[config.mk]
export PLATFORM = sky130hd
export DESIGN_NAME = rc6_key_expander
export DESIGN_NICKNAME = d
export VERILOG_FILES = /design/src/rtl/rc6_pkg.sv /design/src/rtl/rc6_key_mix.sv /design/src/rtl/rc6_key_expander.sv
export SDC_FILE = /design/constraint.sdc
export NUM_CORES = 1
export LEC_CHECK = 0
export ABC_AREA = 1
export CAP_MARGIN = 5
export CELL_PAD_IN_SITES_DETAIL_PLACEMENT = 1
export CELL_PAD_IN_SITES_GLOBAL_PLACEMENT = 1
export CORE_AREA = 2 2 275 277
export DETAILED_ROUTE_END_ITERATION = 8
export DIE_AREA = 0 0 277 279
export DONT_BUFFER_PORTS = 1
export GPL_TIMING_DRIVEN = 0
export PLACE_DENSITY = 0.47
export SETUP_SLACK_MARGIN = 0.3
export SYNTH_ARGS = -nofsm -noshare
export SYNTH_HDL_FRONTEND = slang
export SYNTH_SLANG_ARGS = --single-unit
[constraint.sdc]
create_clock -name inClk -period 20.8 [get_ports inClk]
set_input_delay 6.24 -clock inClk [delete_from_list [all_inputs] [get_ports inClk]]
set_output_delay 6.24 -clock inClk [all_outputs]
set_load 0.005 [all_outputs]
[src/rtl/rc6_pkg.sv]
// Shared RC6-32/20/32 constants, key-expander FSM encoding and word rotate helper.
// Pure definitions: no logic, no latency, no flow control.
package rc6_pkg;

    localparam int RC6_W     = 32;
    localparam int RC6_T     = 44;
    localparam int RC6_C     = 8;
    localparam int RC6_ITER  = 132;
    localparam int RC6_KEY_W = 256;

    localparam logic [RC6_W-1:0] RC6_P32 = 32'hB7E15163;
    localparam logic [RC6_W-1:0] RC6_Q32 = 32'h9E3779B9;

    typedef enum logic [2:0] {
        ST_IDLE  = 3'd0,
        ST_CLEAR = 3'd1,
        ST_LOAD  = 3'd2,
        ST_MIX   = 3'd3,
        ST_DONE  = 3'd4
    } state_t;

    // Rotate via a doubled word so a zero amount needs no special case.
    function automatic logic [RC6_W-1:0] rotl(input logic [RC6_W-1:0] x, input logic [4:0] n);
        logic [2*RC6_W-1:0] w_dbl;
        w_dbl = {x, x} << n;
        return w_dbl[2*RC6_W-1:RC6_W];
    endfunction

endpackage

[src/rtl/rc6_key_mix.sv]
// One RC6 key-schedule step: new S[i] and L[j] from the current S, L, A and B words.
// Purely combinational, zero latency, no flow control.
module rc6_key_mix
    import rc6_pkg::*;
(
    input  logic [RC6_W-1:0] inSreg,
    input  logic [RC6_W-1:0] inLreg,
    input  logic [RC6_W-1:0] inA,
    input  logic [RC6_W-1:0] inB,
    output logic [RC6_W-1:0] outS,
    output logic [RC6_W-1:0] outL
);

    logic [RC6_W-1:0] w_s_sum;
    logic [RC6_W-1:0] w_rot_sum;
    logic [RC6_W-1:0] w_l_sum;

    always_comb begin
        w_s_sum   = inSreg + inA + inB;
        outS      = rotl(w_s_sum, 5'd3);
        // S'+B is both the rotate amount source and a partial term of the L sum.
        w_rot_sum = outS + inB;
        w_l_sum   = inLreg + w_rot_sum;
        outL      = rotl(w_l_sum, w_rot_sum[4:0]);
    end

endmodule

[src/rtl/rc6_key_expander.sv]
// Sequences the RC6 key register through clear, key load and 132 mixing writes.
// Start to outReady is 135 cycles; starts outside IDLE/DONE are dropped, nothing is queued.
module rc6_key_expander
    import rc6_pkg::*;
#(
    parameter int ITERATIONS = RC6_ITER,
    parameter int CNT_W      = 8
) (
    input  logic                 inClk,
    input  logic                 inReset,
    input  logic                 inStart,
    input  logic [RC6_KEY_W-1:0] inKey,
    input  logic [RC6_W-1:0]     inSregValue,
    input  logic [RC6_W-1:0]     inLregValue,
    input  logic [RC6_W-1:0]     inAdata,
    input  logic [RC6_W-1:0]     inBdata,
    output logic                 outKeyClr,
    output logic                 outExtWr,
    output logic [RC6_KEY_W-1:0] outExtKey,
    output logic                 outIntWr,
    output logic [RC6_W-1:0]     outSvalue,
    output logic [RC6_W-1:0]     outLvalue,
    output logic                 outBusy,
    output logic                 outDone,
    output logic                 outReady
);

    localparam logic [CNT_W-1:0] CNT_LAST = CNT_W'(ITERATIONS - 1);

    state_t                 r_state;
    state_t                 w_state_nxt;
    logic [CNT_W-1:0]       r_cnt;
    logic [CNT_W-1:0]       w_cnt_nxt;
    logic                   w_key_ld;
    logic [RC6_KEY_W-1:0]   r_ext_key;
    logic                   r_key_clr;
    logic                   r_ext_wr;
    logic                   r_int_wr;
    logic                   r_busy;
    logic                   r_done;
    logic                   r_ready;

    always_comb begin
        w_state_nxt = r_state;
        w_cnt_nxt   = r_cnt;
        w_key_ld    = 1'b0;
        unique case (r_state)
            ST_IDLE, ST_DONE: begin
                if (inStart) begin
                    w_state_nxt = ST_CLEAR;
                    w_cnt_nxt   = '0;
                    w_key_ld    = 1'b1;
                end
            end
            ST_CLEAR: w_state_nxt = ST_LOAD;
            ST_LOAD:  w_state_nxt = ST_MIX;
            ST_MIX: begin
                w_cnt_nxt = r_cnt + 1'b1;
                if (r_cnt == CNT_LAST) begin
                    w_state_nxt = ST_DONE;
                end
            end
            default: w_state_nxt = ST_IDLE;
        endcase
    end

    // Strobes are decoded from the next state so each one lines up with its state cycle.
    always_ff @(posedge inClk) begin
        if (inReset) begin
            r_state   <= ST_IDLE;
            r_cnt     <= '0;
            r_ext_key <= '0;
            r_key_clr <= 1'b0;
            r_ext_wr  <= 1'b0;
            r_int_wr  <= 1'b0;
            r_busy    <= 1'b0;
            r_done    <= 1'b0;
            r_ready   <= 1'b0;
        end else begin
            r_state   <= w_state_nxt;
            r_cnt     <= w_cnt_nxt;
            if (w_key_ld) begin
                r_ext_key <= inKey;
            end
            r_key_clr <= (w_state_nxt == ST_CLEAR);
            r_ext_wr  <= (w_state_nxt == ST_LOAD);
            r_int_wr  <= (w_state_nxt == ST_MIX);
            r_busy    <= (w_state_nxt == ST_CLEAR) || (w_state_nxt == ST_LOAD) ||
                         (w_state_nxt == ST_MIX);
            r_done    <= (r_state == ST_MIX) && (w_state_nxt == ST_DONE);
            r_ready   <= (w_state_nxt == ST_DONE);
        end
    end

    rc6_key_mix u_mix (
        .inSreg (inSregValue),
        .inLreg (inLregValue),
        .inA    (inAdata),
        .inB    (inBdata),
        .outS   (outSvalue),
        .outL   (outLvalue)
    );

    assign outKeyClr = r_key_clr;
    assign outExtWr  = r_ext_wr;
    assign outExtKey = r_ext_key;
    assign outIntWr  = r_int_wr;
    assign outBusy   = r_busy;
    assign outDone   = r_done;
    assign outReady  = r_ready;

endmodule
==> reports/metrics.csv <==
stage,metric,value,unit
outcome,run status,finished clean,
timing,Final Slew Violations,0,
clock_network,Root Buffer,clkbuf_16,
layout,fill count,9148,
floorplanning,row cnt,100,
layout,fraction of layout cells with a size suffix above 1,7.466,%
place,placed cells,3389,
floorplanning,initial core utilization,22.89,%
yosys,warnings from Yosys,0,
global_routing,routing usage on met3,6.401,%
worst_setup_path,CP Data Required Time,14.56,ns
timing,max_slew headroom,42.93,%
timing,unrepaired setup endpoints after global routing,yes,
yosys,"EDFF count, synth",0,
global_routing,grt ovf,0,
power,Max VDD drop,0.07458,mV
worst_setup_path,Worst EP arrival,13.77,ns
clock_network,Worst-path clk slew,0.06,ns
worst_setup_path,Crit. End Element,output pin,
yosys,mux contribution to synthesized area,0.1181,%
worst_setup_path,CP peak stage delay,0.53,ns
worst_setup_path,Worst path most repeated cell,nand2_1,
global_routing,vias in the first global route,17400,
global_routing,GRT Max-Usage Layer,met2,
detailed_routing,DR vias,16799,
floorplanning,DIE AREA,77280,um^2
detailed_routing,Routed WL,79350,um
global_routing,largest net degree at the start of global routing,15,
layout,Non-Filler Instances,3461,
clock_network,Skew-Pair Late Insertion Delay,0.56,ns
yosys,synthesized flop and latch total,273,
yosys,gate count of the mapped netlist,2420,
flow_run,Max-Cap Viols,0,
timing,worst slew pin tran,0.8532,ns
worst_setup_path,slowest CP cell,fa_1,
detailed_routing,Post-route DRC,0,
floorplanning,Die Ht,279,um
yosys,Synth Area in Simple Gates,31.20,%
yosys,top_reg_cell synth,dfxtp_1,
power,Sw Share,54.86,%
yosys,sequential area share after synthesis,32.24,%
worst_setup_path,critical path type,in2out,
detailed_routing,vias per std cell,4.854,
worst_setup_path,crit start category,input port,
global_routing,met2 usage,33.99,%
power,Design Power,3.800,mW
timing,final count of hold timing violations,0,
floorplanning,Die Width,277,um
power,clock share of power,14.5,%
layout,synthesis-to-layout area growth,13.82,%
layout,fin util,26.05,%
place,Placer Congestion,0.8802,
timing,minimum period implied by the final worst setup slack,20.01,ns
worst_hold_path,min-delay worst type,reg2reg,
power,Comb pwr share,68.6,%
global_routing,grt met1 use,23.34,%
detailed_routing,initial DRC count,652,
timing,hold_ws,0.4782,ns
timing,fin crit share,96.23,%
yosys,Synth Area in Compound Gates,15.92,%
layout,Layout Nets,2969,
yosys,net count of the mapped netlist,2935,
yosys,Post-Syn Area per Cell,7.005,um^2
timing,setup_tns,0,ns
detailed_routing,Routed Antenna Nets,0,
worst_setup_path,crit path max fanout,5,
global_routing,first-pass GRT wire length,115100,um
floorplanning,CORE AREA,74070,um^2
power,internal power,1.715,mW
yosys,main combinational cell family by area after synthesis,simple AND/OR/NAND/NOR gates,
power,pwr/cell area,197.0,nW/um^2
global_routing,total track usage,19.55,%
yosys,post-synthesis xor/xnor area fraction,3.860,%
yosys,asr flop ratio synth,0,%
clock_network,H-tree Lvls,1,
clock_network,hold_buf cts,0,
timing,fmax,0.04996,GHz
detailed_routing,mean routed wirelength per cell,22.93,um
power,Pleak,8.095,nW
timing,clk_skew,0.01319,ns
global_routing,initial antenna violation count,24,
place,Port-buffer cells,0,
clock_network,clk sinks,273,
yosys,Unique masters post-synth,57,
power,sequential share of power,16.9,%
timing,setup violators final,0,
detailed_routing,First-pass DRT Iterations,5,
clock_network,CTS Buf Count,30,
yosys,mapped cell area,16950,um^2
power,NetSw,2.085,mW
clock_network,CTS tree,done,
place,Final HPWL DP,68760,um
clock_network,Max clock buf depth,3,
floorplanning,Ports,713,
yosys,adder-cell area share of the yosys netlist,10.95,%
-- cell type report --
class                           instances  area, um^2  area share, %
Antenna cell                           14       35.03         0.1816
Buffer                                117       521.8          2.704
Clock buffer                           44       904.6          4.688
Clock inverter                         12       116.4         0.6030
Inverter                              119       446.7          2.315
Multi-Input combinational cell       1911       10580          54.82
Sequential cell                       273        5465          28.32
Tap cell                              969        1212          6.283
Timing Repair Buffer                    2       15.01        0.07781
-- worst max-delay path, delay by kind of cell --
family | cells | cell delay [ns]
AO/OA/AOI/OAI | 10 | 1.50
adder cells (fa/ha/maj) | 6 | 2.27
AND/OR/NAND/NOR | 28 | 3.36
XOR/XNOR | 1 | 0.20
buffers and inverters | 3 | 0.19
-- final timing paths --
kind	from	end	depth (start not counted)	slack [ns]
max reg2reg	r_state[1]$_SDFF_PP0_	outExtKey[139]$_SDFFE_PP0P_	8	18.17
min	r_cnt[7]$_SDFFE_PP0P_	r_cnt[7]$_SDFFE_PP0P_	2	0.48
max	inSregValue[1]	outLvalue[29]	48	0.79
min reg2reg	r_cnt[7]$_SDFFE_PP0P_	r_cnt[7]$_SDFFE_PP0P_	2	0.48
-- sequential cells by signal, indices dropped and copies added, names as in the netlist --
signal	count
outExtKey	256
r_cnt	8
r_state	3
outBusy	1
outDone	1
outExtWr	1
outIntWr	1
outKeyClr	1
outReady	1
-- power by group through the flow --
stage               logic (mW)  clock network [mW]  registers, mW
floorplan                 1.82                   0          0.623
global placement          2.55                   0          0.656
detailed placement        2.59                   0          0.656
CTS                       2.59               0.563          0.645
global route              2.91               0.588          0.650
finish                    2.61               0.549          0.643
-- kinds of logic after synthesis --
logic type	count (synthesis)
buffers and inverters	236
xor gates and xnor gates	73
muxes	2
adders and majority gates	128
AOI/OAI and AO/OA	487
DFF	273
and+or+nand+nor	1221
-- cells in the final DEF, fill, tap and decap left out, types with 4 or more instances in the layout --
cell type / count
o21bai_1: 7
fa_1: 34
nor3_1: 13
a21o_1: 8
a211oi_1: 4
clkinv_2: 8
nand3_2: 36
nand4_1: 7
diode_2: 14
o21ai_1: 15
inv_1: 113
o21a_1: 7
nand3_1: 248
clkbuf_8: 10
o21ai_0: 293
nand2_1: 281
clkbuf_16: 31
nor3_2: 4
dfxtp_1: 273
buf_2: 14
or2_1: 5
a31oi_1: 7
xor2_1: 45
ha_1: 92
xnor2_1: 25
nor2_1: 593
a21oi_2: 6
nand2_2: 14
a21oi_1: 98
clkbuf_1: 94
buf_4: 10
or2_2: 8
o211ai_1: 11
o21ai_2: 9
-- layer usage --
layer | share of wire [%] | wire length (um)
met5 | 0.067 | 53
met4 | 2.3 | 1823
met3 | 8.0 | 6373
met2 | 48 | 38320
met1 | 41 | 32780
-- metrics by stage --
stage               area (um^2)  setup WS (ns)
finish                    19300         0.7851
global route              19290         0.2709
CTS                       19190         0.3615
detailed placement        18160         0.3808
global placement          18160         0.3965
floorplan                 16950          2.114
-- repair_timing --
| action | in CTS | in global routing |
|---|---|---|
| endpoints found under the setup margin | 0 | 32 |
| setup buffers | 0 | 2 |
| resized for setup | 0 | 15 |
-- cell usage after synthesis, types with 2 or more instances --
master / n / area (um^2)
a21oi_4: 2 / 32.53
nand3_2: 35 / 350.3
clkbuf_8: 2 / 27.53
o21bai_1: 7 / 52.55
ha_1: 94 / 1176
a221oi_1: 2 / 17.52
or2_4: 2 / 17.52
nand2_1: 282 / 1059
o211ai_1: 11 / 82.58
or2_1: 5 / 31.28
inv_1: 113 / 424.2
o21a_1: 7 / 52.55
dfxtp_1: 273 / 5465
a21oi_1: 99 / 495.5
nand4_1: 7 / 43.79
o21ai_0: 294 / 1471
inv_2: 3 / 11.26
xnor2_1: 25 / 219.0
o21ai_1: 14 / 70.07
a21oi_2: 5 / 43.79
a31oi_1: 7 / 43.79
clkinv_1: 3 / 11.26
xor2_1: 46 / 402.9
a211oi_1: 4 / 30.03
fa_1: 34 / 680.7
nand3_1: 249 / 1246
nand2_2: 13 / 81.33
nor2_1: 593 / 2226
nor4_1: 3 / 18.77
o31ai_1: 3 / 22.52
o21ai_2: 10 / 87.58
buf_2: 14 / 70.07
mux2i_1: 2 / 20.02
clkbuf_1: 89 / 334.1
a21boi_2: 3 / 33.78
nor3_1: 14 / 70.07
nor2_2: 2 / 12.51
a21boi_0: 3 / 22.52
o221ai_1: 3 / 26.28
buf_4: 8 / 60.06
nor3_2: 4 / 40.04
or2_2: 8 / 50.05
a21o_1: 8 / 60.06
clkbuf_4: 2 / 15.01
(Power assumes the default switching activity.)
